--- src/rtl/pipe_ctrl_pkg.sv ---
// Shared encodings for the pipeline hazard controller: FSM states and EX forwarding selects.
package pipe_ctrl_pkg;

   typedef enum logic [1:0] {
      ST_RUN    = 2'd0,
      ST_DRAIN  = 2'd1,
      ST_HALTED = 2'd2
   } state_t;

   localparam logic [1:0] FWD_RF  = 2'b00;
   localparam logic [1:0] FWD_WB  = 2'b01;
   localparam logic [1:0] FWD_MEM = 2'b10;

   localparam int CNT_W = 4;

endpackage

--- src/rtl/forward_unit.sv ---
// EX-stage operand forwarding selects; MEM result has priority over WB, register 0 never forwards.
module forward_unit
   import pipe_ctrl_pkg::*;
#(
   parameter int REG_AW = 5
) (
   input  logic [REG_AW-1:0] i_rs_e,
   input  logic [REG_AW-1:0] i_rt_e,
   input  logic              i_reg_write_m,
   input  logic [REG_AW-1:0] i_write_reg_m,
   input  logic              i_reg_write_w,
   input  logic [REG_AW-1:0] i_write_reg_w,
   output logic [1:0]        o_forward_a,
   output logic [1:0]        o_forward_b
);

   logic w_mem_ok;
   logic w_wb_ok;

   assign w_mem_ok = i_reg_write_m && (i_write_reg_m != '0);
   assign w_wb_ok  = i_reg_write_w && (i_write_reg_w != '0);

   always_comb begin
      o_forward_a = FWD_RF;
      if (w_mem_ok && (i_write_reg_m == i_rs_e))
         o_forward_a = FWD_MEM;
      else if (w_wb_ok && (i_write_reg_w == i_rs_e))
         o_forward_a = FWD_WB;
   end

   always_comb begin
      o_forward_b = FWD_RF;
      if (w_mem_ok && (i_write_reg_m == i_rt_e))
         o_forward_b = FWD_MEM;
      else if (w_wb_ok && (i_write_reg_w == i_rt_e))
         o_forward_b = FWD_WB;
   end

endmodule

--- src/rtl/pipeline_hazard_ctrl.sv ---
// 5-stage pipeline hazard control: load-use stall, branch flush, forwarding, halt-drain FSM.
// Optional PIPE_PERF_CNT_EN adds stall_count/flush_count performance counters.
module pipeline_hazard_ctrl
   import pipe_ctrl_pkg::*;
#(
   parameter int DRAIN_CYCLES = 4,
   parameter int REG_AW       = 5
) (
   input  logic              clock,
   input  logic              reset,
   input  logic [REG_AW-1:0] rs_address_d,
   input  logic [REG_AW-1:0] rt_address_d,
   input  logic              uses_rt_d,
   input  logic              branch_taken_d,
   input  logic              halt_d,
   input  logic [REG_AW-1:0] rs_address_e,
   input  logic [REG_AW-1:0] rt_address_e,
   input  logic              mem_read_e,
   input  logic              reg_write_e,
   input  logic [REG_AW-1:0] write_reg_e,
   input  logic              reg_write_m,
   input  logic [REG_AW-1:0] write_reg_m,
   input  logic              reg_write_w,
   input  logic [REG_AW-1:0] write_reg_w,
   output logic              sig_stall,
   output logic              pc_hold,
   output logic              sig_flush,
   output logic [1:0]        forward_a_e,
   output logic [1:0]        forward_b_e,
   output logic              cpu_halted
`ifdef PIPE_PERF_CNT_EN
   ,
   output logic [31:0]       stall_count,
   output logic [31:0]       flush_count
`endif
);

   localparam logic [CNT_W-1:0] DRAIN_INIT = CNT_W'(DRAIN_CYCLES - 1);

   state_t           r_state;
   state_t           w_next_state;
   logic [CNT_W-1:0] r_drain_cnt;
   logic [CNT_W-1:0] w_next_cnt;
   logic             r_cpu_halted;
   logic             w_load_use;
   logic             w_stall;
   logic             w_hold;
   logic             w_flush;
   logic [1:0]       w_fwd_a;
   logic [1:0]       w_fwd_b;
   logic             w_unused_rw_e;

   // reg_write_e is implied by mem_read_e for a load; it does not gate the hazard.
   assign w_unused_rw_e = reg_write_e;

   assign w_load_use = mem_read_e && (write_reg_e != '0) &&
                       ((write_reg_e == rs_address_d) ||
                        (uses_rt_d && (write_reg_e == rt_address_d)));

   always_comb begin
      w_next_state = r_state;
      w_next_cnt   = r_drain_cnt;
      w_stall      = 1'b0;
      w_hold       = 1'b0;
      w_flush      = 1'b0;
      case (r_state)
         ST_RUN: begin
            if (w_load_use) begin
               w_stall = 1'b1;
               w_hold  = 1'b1;
            end else begin
               w_flush = branch_taken_d || halt_d;
               if (halt_d) begin
                  w_next_state = ST_DRAIN;
                  w_next_cnt   = DRAIN_INIT;
               end
            end
         end
         ST_DRAIN: begin
            // Older instructions keep flowing; only the front end is frozen.
            w_hold  = 1'b1;
            w_flush = 1'b1;
            if (r_drain_cnt == '0)
               w_next_state = ST_HALTED;
            else
               w_next_cnt = r_drain_cnt - 1'b1;
         end
         ST_HALTED: begin
            w_hold  = 1'b1;
            w_flush = 1'b1;
         end
         default: w_next_state = ST_RUN;
      endcase
   end

   always_ff @(posedge clock or posedge reset) begin
      if (reset) begin
         r_state      <= ST_RUN;
         r_drain_cnt  <= '0;
         r_cpu_halted <= 1'b0;
      end else begin
         r_state      <= w_next_state;
         r_drain_cnt  <= w_next_cnt;
         r_cpu_halted <= (w_next_state == ST_HALTED);
      end
   end

   forward_unit #(.REG_AW(REG_AW)) u_fwd (
      .i_rs_e        (rs_address_e),
      .i_rt_e        (rt_address_e),
      .i_reg_write_m (reg_write_m),
      .i_write_reg_m (write_reg_m),
      .i_reg_write_w (reg_write_w),
      .i_write_reg_w (write_reg_w),
      .o_forward_a   (w_fwd_a),
      .o_forward_b   (w_fwd_b)
   );

   // Combinational outputs are forced low for the whole time reset is held.
   assign sig_stall   = w_stall & ~reset;
   assign pc_hold     = w_hold  & ~reset;
   assign sig_flush   = w_flush & ~reset;
   assign forward_a_e = w_fwd_a & {2{~reset}};
   assign forward_b_e = w_fwd_b & {2{~reset}};
   assign cpu_halted  = r_cpu_halted;

`ifdef PIPE_PERF_CNT_EN
   logic [31:0] r_stall_cnt;
   logic [31:0] r_flush_cnt;

   always_ff @(posedge clock or posedge reset) begin
      if (reset) begin
         r_stall_cnt <= '0;
         r_flush_cnt <= '0;
      end else if (r_state == ST_RUN) begin
         if (w_stall) r_stall_cnt <= r_stall_cnt + 32'd1;
         if (w_flush) r_flush_cnt <= r_flush_cnt + 32'd1;
      end
   end

   assign stall_count = r_stall_cnt;
   assign flush_count = r_flush_cnt;
`endif

   logic w_unused;
   assign w_unused = w_unused_rw_e;

endmodule
--- config.mk ---
export PLATFORM = sky130hd
export DESIGN_NAME = pipeline_hazard_ctrl
export DESIGN_NICKNAME = d
export VERILOG_FILES = /design/src/rtl/pipe_ctrl_pkg.sv /design/src/rtl/forward_unit.sv /design/src/rtl/pipeline_hazard_ctrl.sv
export SDC_FILE = /design/constraint.sdc
export NUM_CORES = 1
export LEC_CHECK = 0
export ABC_AREA = 1
export CAP_MARGIN = 0
export CORE_MARGIN = 1
export CORE_UTILIZATION = 39
export DETAILED_ROUTE_END_ITERATION = 10
export GPL_TIMING_DRIVEN = 0
export MAX_ROUTING_LAYER = met4
export PLACE_DENSITY = 0.78
export SETUP_SLACK_MARGIN = 0.1
export SLEW_MARGIN = 20
export SYNTH_ARGS = -nofsm -noshare
export SYNTH_HDL_FRONTEND = slang
export SYNTH_SLANG_ARGS = --single-unit
--- constraint.sdc ---
create_clock -name clock -period 1.6 [get_ports clock]
set_input_delay 0.16 -clock clock [delete_from_list [all_inputs] [get_ports clock]]
set_output_delay 0.16 -clock clock [all_outputs]
set_load 0.005 [all_outputs]
== Word-level counts from Yosys, hierarchy flattened ==
Cells that the tools add are included.
Storage, ports and cells
  flip-flop bits (word level): 7
  bits in latches: 0
  memory bits (writable): 0
  bits in read-only memories: 0
  input port bits: 44
  output and inout port bits: 8
  logic and storage cells: 58
  memories: 0
Cells by class
  add/sub/neg operators: 1
  $mul: 0
  div/mod/pow operators: 0
  magnitude comparators: 0
  eq/ne operators: 12
  shifts and indexed selects: 0
  multiplexer cells: 17
  bitwise logic cells: 6
  reductions and logical operators: 19
Operator list (number)
  $eq 5x5->1: 6
  $reduce_bool 5->1: 3
  $mux 4: 3
  $mux 2: 5
  $logic_and 1x1->1: 9
  $pmux 4 s2: 1
  $ne 2x2->1 const B: 3
  $pmux 2 s3: 1
  $mux 1: 5
  $and 2x2->2: 2
  $eq 2x2->1 const B: 2
  $logic_not 4->1: 1
  $pmux 1 s2: 2
  $reduce_and 4->1: 1
  $sub 4x1->4 const B: 1
  $and 1x1->1: 3
  $eq 2x1->1 const B: 1
  $logic_not 2->1: 1
  $logic_or 1x1->1: 2
  $reduce_bool 2->1: 1
  $reduce_or 2->1: 1
  $not 1->1: 1

== Logic depth before layout (Yosys ltp) ==
  word-level depth: 7
  gate-level depth with buffers: 12
  mapped depth without buffers: 12

== Hierarchy ==
A second synthesis with hierarchy kept.
Unflattened totals
  cells, all modules: 213
  area total of the unflattened synthesis: 1138.6 µm²
Modules (own cells, without submodules)
  pipeline_hazard_ctrl: times used 1, cells each 132, area each 775.7 µm², seq. area each 175.2 µm²
  forward_unit: times used 1, cells each 81, area each 362.8 µm², seq. area each 0.0 µm²

== Least setup slack after synthesis ==
No wires, ideal clock.
  path kind: flip-flop to flip-flop
  start: register r_state[0]
  end: register r_drain_cnt[2]
  library setup time: 117 ps
  arrival time: 1251 ps
  data required time: 1483 ps
  setup slack: 233 ps
  cell stages (with the launch flop): 8
  buffers on the path: 0
  clock period less this slack: 1367 ps
  cell sequence: dfrtp_1 -> inv_1 -> ha_1 -> inv_1 -> o21ai_2 -> nand2_4 -> nand2_1 -> nand2_1
Between the ends
  word-level cells in the longest chain between the ends: 3
  elaborated cells between the ends (all ways): 8
  those cells by class: 4 x eq/ne; 1 x mux; 3 x reduce/logical
Ends and longest elaborated chain
  start: declaration: RTL line pipeline_hazard_ctrl.sv:40  | state_t r_state;
  start signal: assignment: RTL line pipeline_hazard_ctrl.sv:102  | r_state <= w_next_state;
  $eq 2x1->1 / $logic_not 2->1 (equally long branches): RTL line pipeline_hazard_ctrl.sv:66  | case (r_state)
  $ne 2x2->1 (no line) / $reduce_bool 2->1 (equally long branches)
  $reduce_and 4->1 (no line)
  end signal: assignment: RTL line pipeline_hazard_ctrl.sv:103  | r_drain_cnt <= w_next_cnt;
  end: declaration: RTL line pipeline_hazard_ctrl.sv:42  | logic [CNT_W-1:0] r_drain_cnt;
Several ways; a longest one is shown, not always the timed one.
A chain may end at the register's enable or synchronous reset.

== Final worst setup path ==
  start: register r_state[0]
  end: output pc_hold
Between the ends
  word-level cells in the longest chain between the ends: 4
  elaborated cells between the ends (all ways): 6
  those cells by class: 2 x eq/ne; 1 x mux; 1 x bitwise; 2 x reduce/logical
Ends and longest elaborated chain
  $eq 2x1->1 / $eq 2x2->1 (equally long branches): RTL line pipeline_hazard_ctrl.sv:66
  $reduce_or 2->1 (no line)
  $pmux 1 s2 (*): RTL line pipeline_hazard_ctrl.sv:66
  $and 1x1->1 (*): RTL line pipeline_hazard_ctrl.sv:121  | assign pc_hold = w_hold & ~reset;
  end: declaration: RTL line pipeline_hazard_ctrl.sv:26  | output logic pc_hold,
Mark *: on every way between the ends. The rest lies on a longest branch, timed or not.

==> flow_metrics.tcl <==
set metrics [dict create \
    crit_arrival_ns 1.35 \
    antenna_found_initial 0 \
    fin_crit_ns 1.515 \
    hold_slack_ns 0.1748 \
    grtUsageTotal_pct 22.39 \
    cts_buffer_depth 2 \
    rsz0062_at_grt "true" \
    power.total_w 0.0005791 \
    syn_to_final_growth_pct 65.12 \
    internal_power_w 0.0003970 \
    r2r-start "r_state[1]" \
    busiest_layer "met2" \
    switchingPower_w 0.0001821 \
    seqPwrFrac_pct 30.6 \
    power_frac_clock_pct 27.3 \
    worstSkewPairLatency_ns 0.25 \
    grt_pass1_vias 1184 \
    path_max_fanout 3 \
    post_drt_via_cell_ratio 4.865 \
    io_pins 52 \
    fillers 216 \
    synth_area_per_cell_um2 6.168 \
    portBuffers 50 \
    htree_levels 1 \
    fin_skew_ns 0.007809 \
    max_cap_violations 0 \
    startpoint_type "flop" \
    place_hpwl_mm 2.332 \
    yosysWarnings 0 \
    first_pass_iters 6 \
    grt_util_met3_pct 2.542 \
    fin_area_mm2 0.001742 \
    clock.fmax_mhz 660.3 \
    status "finished, final reports clean" \
    die_area_mm2 0.002917 \
    combPwrFrac_pct 42.1 \
    critical_path_class "reg2out" \
    start_util_pct 41.82 \
    grt_max_degree 9 \
    regToRegSetupSlack_ns 0.17 \
    yosysSeqAreaShare_pct 16.61 \
    ys_types 22 \
    p_sw_share_pct 31.44 \
    rr_endpoint "cpu_halted" \
    setup_viol 0 \
    grt_pass1_wl_mm 4.712 \
    reg2reg_depth 8 \
    syn_area_mm2 0.001055 \
    utilization_pct 69.05 \
    coreArea_mm2 0.002522 \
    p_per_area_mw_per_mm2 332.5 \
    drc 0 \
    post-route-period-util_pct 94.66 \
    drt-initial-drc-count 13 \
    hp-class "in2async" \
    slew_headroom_pct 75.08 \
    cts_hold_buf 0 \
    crit_required_ns 1.44 \
    cts_root_buffer "clkbuf_4" \
    drive_gt1_share_pct 27.85 \
    nets 289 \
    p_leak_nw 0.9600 \
    endpoint "pc_hold" \
    die_height_um 54.01 \
    cts_tree "yes" \
    place_congestion 0.8375 \
    syn_inst 171 \
    crit_start "r_state[0]" \
    rows 18 \
    overflow 0 \
    die_x_um 54.01 \
    worst_pin_slew_ns 0.3738 \
    grt_util_met2_pct 40.33 \
    cts_sinks 7 \
    synth-seq-cells 7 \
    wirelength_mm 3.103 \
    finalSetupTns_ns 0 \
    dpl_cell_area_mm2 0.001593 \
    clk_transition_reported_paths_ns 0.06 \
    slew_viol_final 0 \
    ant_nets 0 \
    gr-usage-met1_pct 27.29 \
    wire_per_inst_um 11.62 \
    num_vias 1299 \
    hold_viol_final 0 \
    end_kind "output port" \
    vdd_ir_drop_max_uv 411.2 \
    antenna_cells 0 \
    synth_nets 222 \
    cts_made_buffers 3 \
]
## power groups by stage
stage	clock network (W)	registers, W	logic [W]
3_5_place_dp	0	0.000180	0.000255
2_1_floorplan	0	0.000180	0.000101
5_1_grt	0.000175	0.000177	0.000269
3_3_place_gp	0	0.000180	0.000250
4_1_cts	0.000163	0.000177	0.000238
6_report	0.000158	0.000177	0.000244
## cell families after synthesis
family / count (synthesis) / share of synthesized area [%]
adder cells (fa/ha/maj): 7 / 8.303
AO/OA/AOI/OAI: 20 / 12.69
flip-flops: 7 / 16.61
XOR/XNOR: 15 / 12.45
AND/OR/NAND/NOR: 92 / 39.26
buffers and inverters: 30 / 10.68
## cell type report
type / count / area [um2] / area share, %
clock buffers: 4 / 26.28 / 1.509
inverters: 30 / 117.6 / 6.753
multi-input cells: 134 / 857.1 / 49.21
flip-flops and latches: 7 / 175.2 / 10.06
well taps: 30 / 37.54 / 2.155
repair buffers: 62 / 528.0 / 30.32
## placed cells by master, fill, tap and decap left out, types with 2 or more instances in the layout
cell,n
a21oi_2,3
o21ai_0,4
nor2_2,5
buf_4,11
nor2_1,14
a21oi_1,6
xor2_1,5
inv_4,2
nand2_1,47
nor4_1,2
clkdlybuf4s50_1,7
ha_1,4
nand3_1,8
buf_2,6
nand4_1,5
clkdlybuf4s15_1,2
dfrtp_1,7
nand2_4,3
inv_2,12
xnor2_1,10
dlymetal6s2s_1,8
inv_1,16
ha_4,3
clkbuf_2,6
nor3_2,2
nand2_2,3
a211oi_2,2
clkbuf_4,3
dlygate4sd2_1,21
## synthesized netlist by cell type (all sizes together)
library cell | instances | area share, %
a211oi | 2 | 1.4
a21oi | 9 | 4.3
and3b | 1 | 0.83
dfrtp | 7 | 17
ha | 7 | 8.3
inv | 30 | 11
nand2 | 53 | 22
nand3 | 8 | 3.8
nand4 | 5 | 3.0
nor2 | 19 | 6.8
nor3 | 3 | 1.4
nor4 | 2 | 1.2
o21ai | 6 | 3.2
o22ai | 2 | 1.2
o41ai | 1 | 2.6
or2 | 1 | 0.59
xnor2 | 10 | 8.3
xor2 | 5 | 4.2
## critical path, cell delays in order, from the launching register on
cell	delay [ns]
dfrtp_1	0.39
buf_4	0.16
ha_4	0.16
inv_2	0.06
o21ai_1	0.06
nor2_1	0.13
buf_2	0.14
## layer usage
metal | routed length [um] | vias to the layer above
li1 | - | 671
met1 | 1327 | 583
met2 | 1634 | 39
met3 | 92 | 6
met4 | 48 | 0
met5 | 0 | -
## worst min-delay path by stage
stage	start	to	slack [ns]	depth (start not counted)
floorplan	reset	cpu_halted	-0.03	1
global placement	r_drain_cnt[0]	r_drain_cnt[0]	0.49	2
detailed placement	r_drain_cnt[0]	r_drain_cnt[0]	0.49	2
CTS	reset	r_state[1]	0.07	2
global route	reset	r_state[0]	0.19	3
finish	reset	r_state[1]	0.17	3
## flip-flops by register name (all words and copies together) (netlist names)
signal,flops
r_drain_cnt,4
r_state,2
cpu_halted,1
## what timing repair did
action | CTS | global route
setup buffers | 8 | 4
pin swaps | 22 | 19
setup endpoints to repair | 12 | 10
endpoints found under the hold margin | 0 | 0
resized for setup | 78 | 30
## per-stage QoR
step / setup WS (ns) / instances
after floorplan: 0.2326 / 171
after global routing: -0.02350 / 267
after detailed placement: -0.7021 / 251
after global placement: -0.6921 / 251
after CTS: 0.004982 / 263
final: 0.08547 / 267
Power figures use the tool's default switching activity.
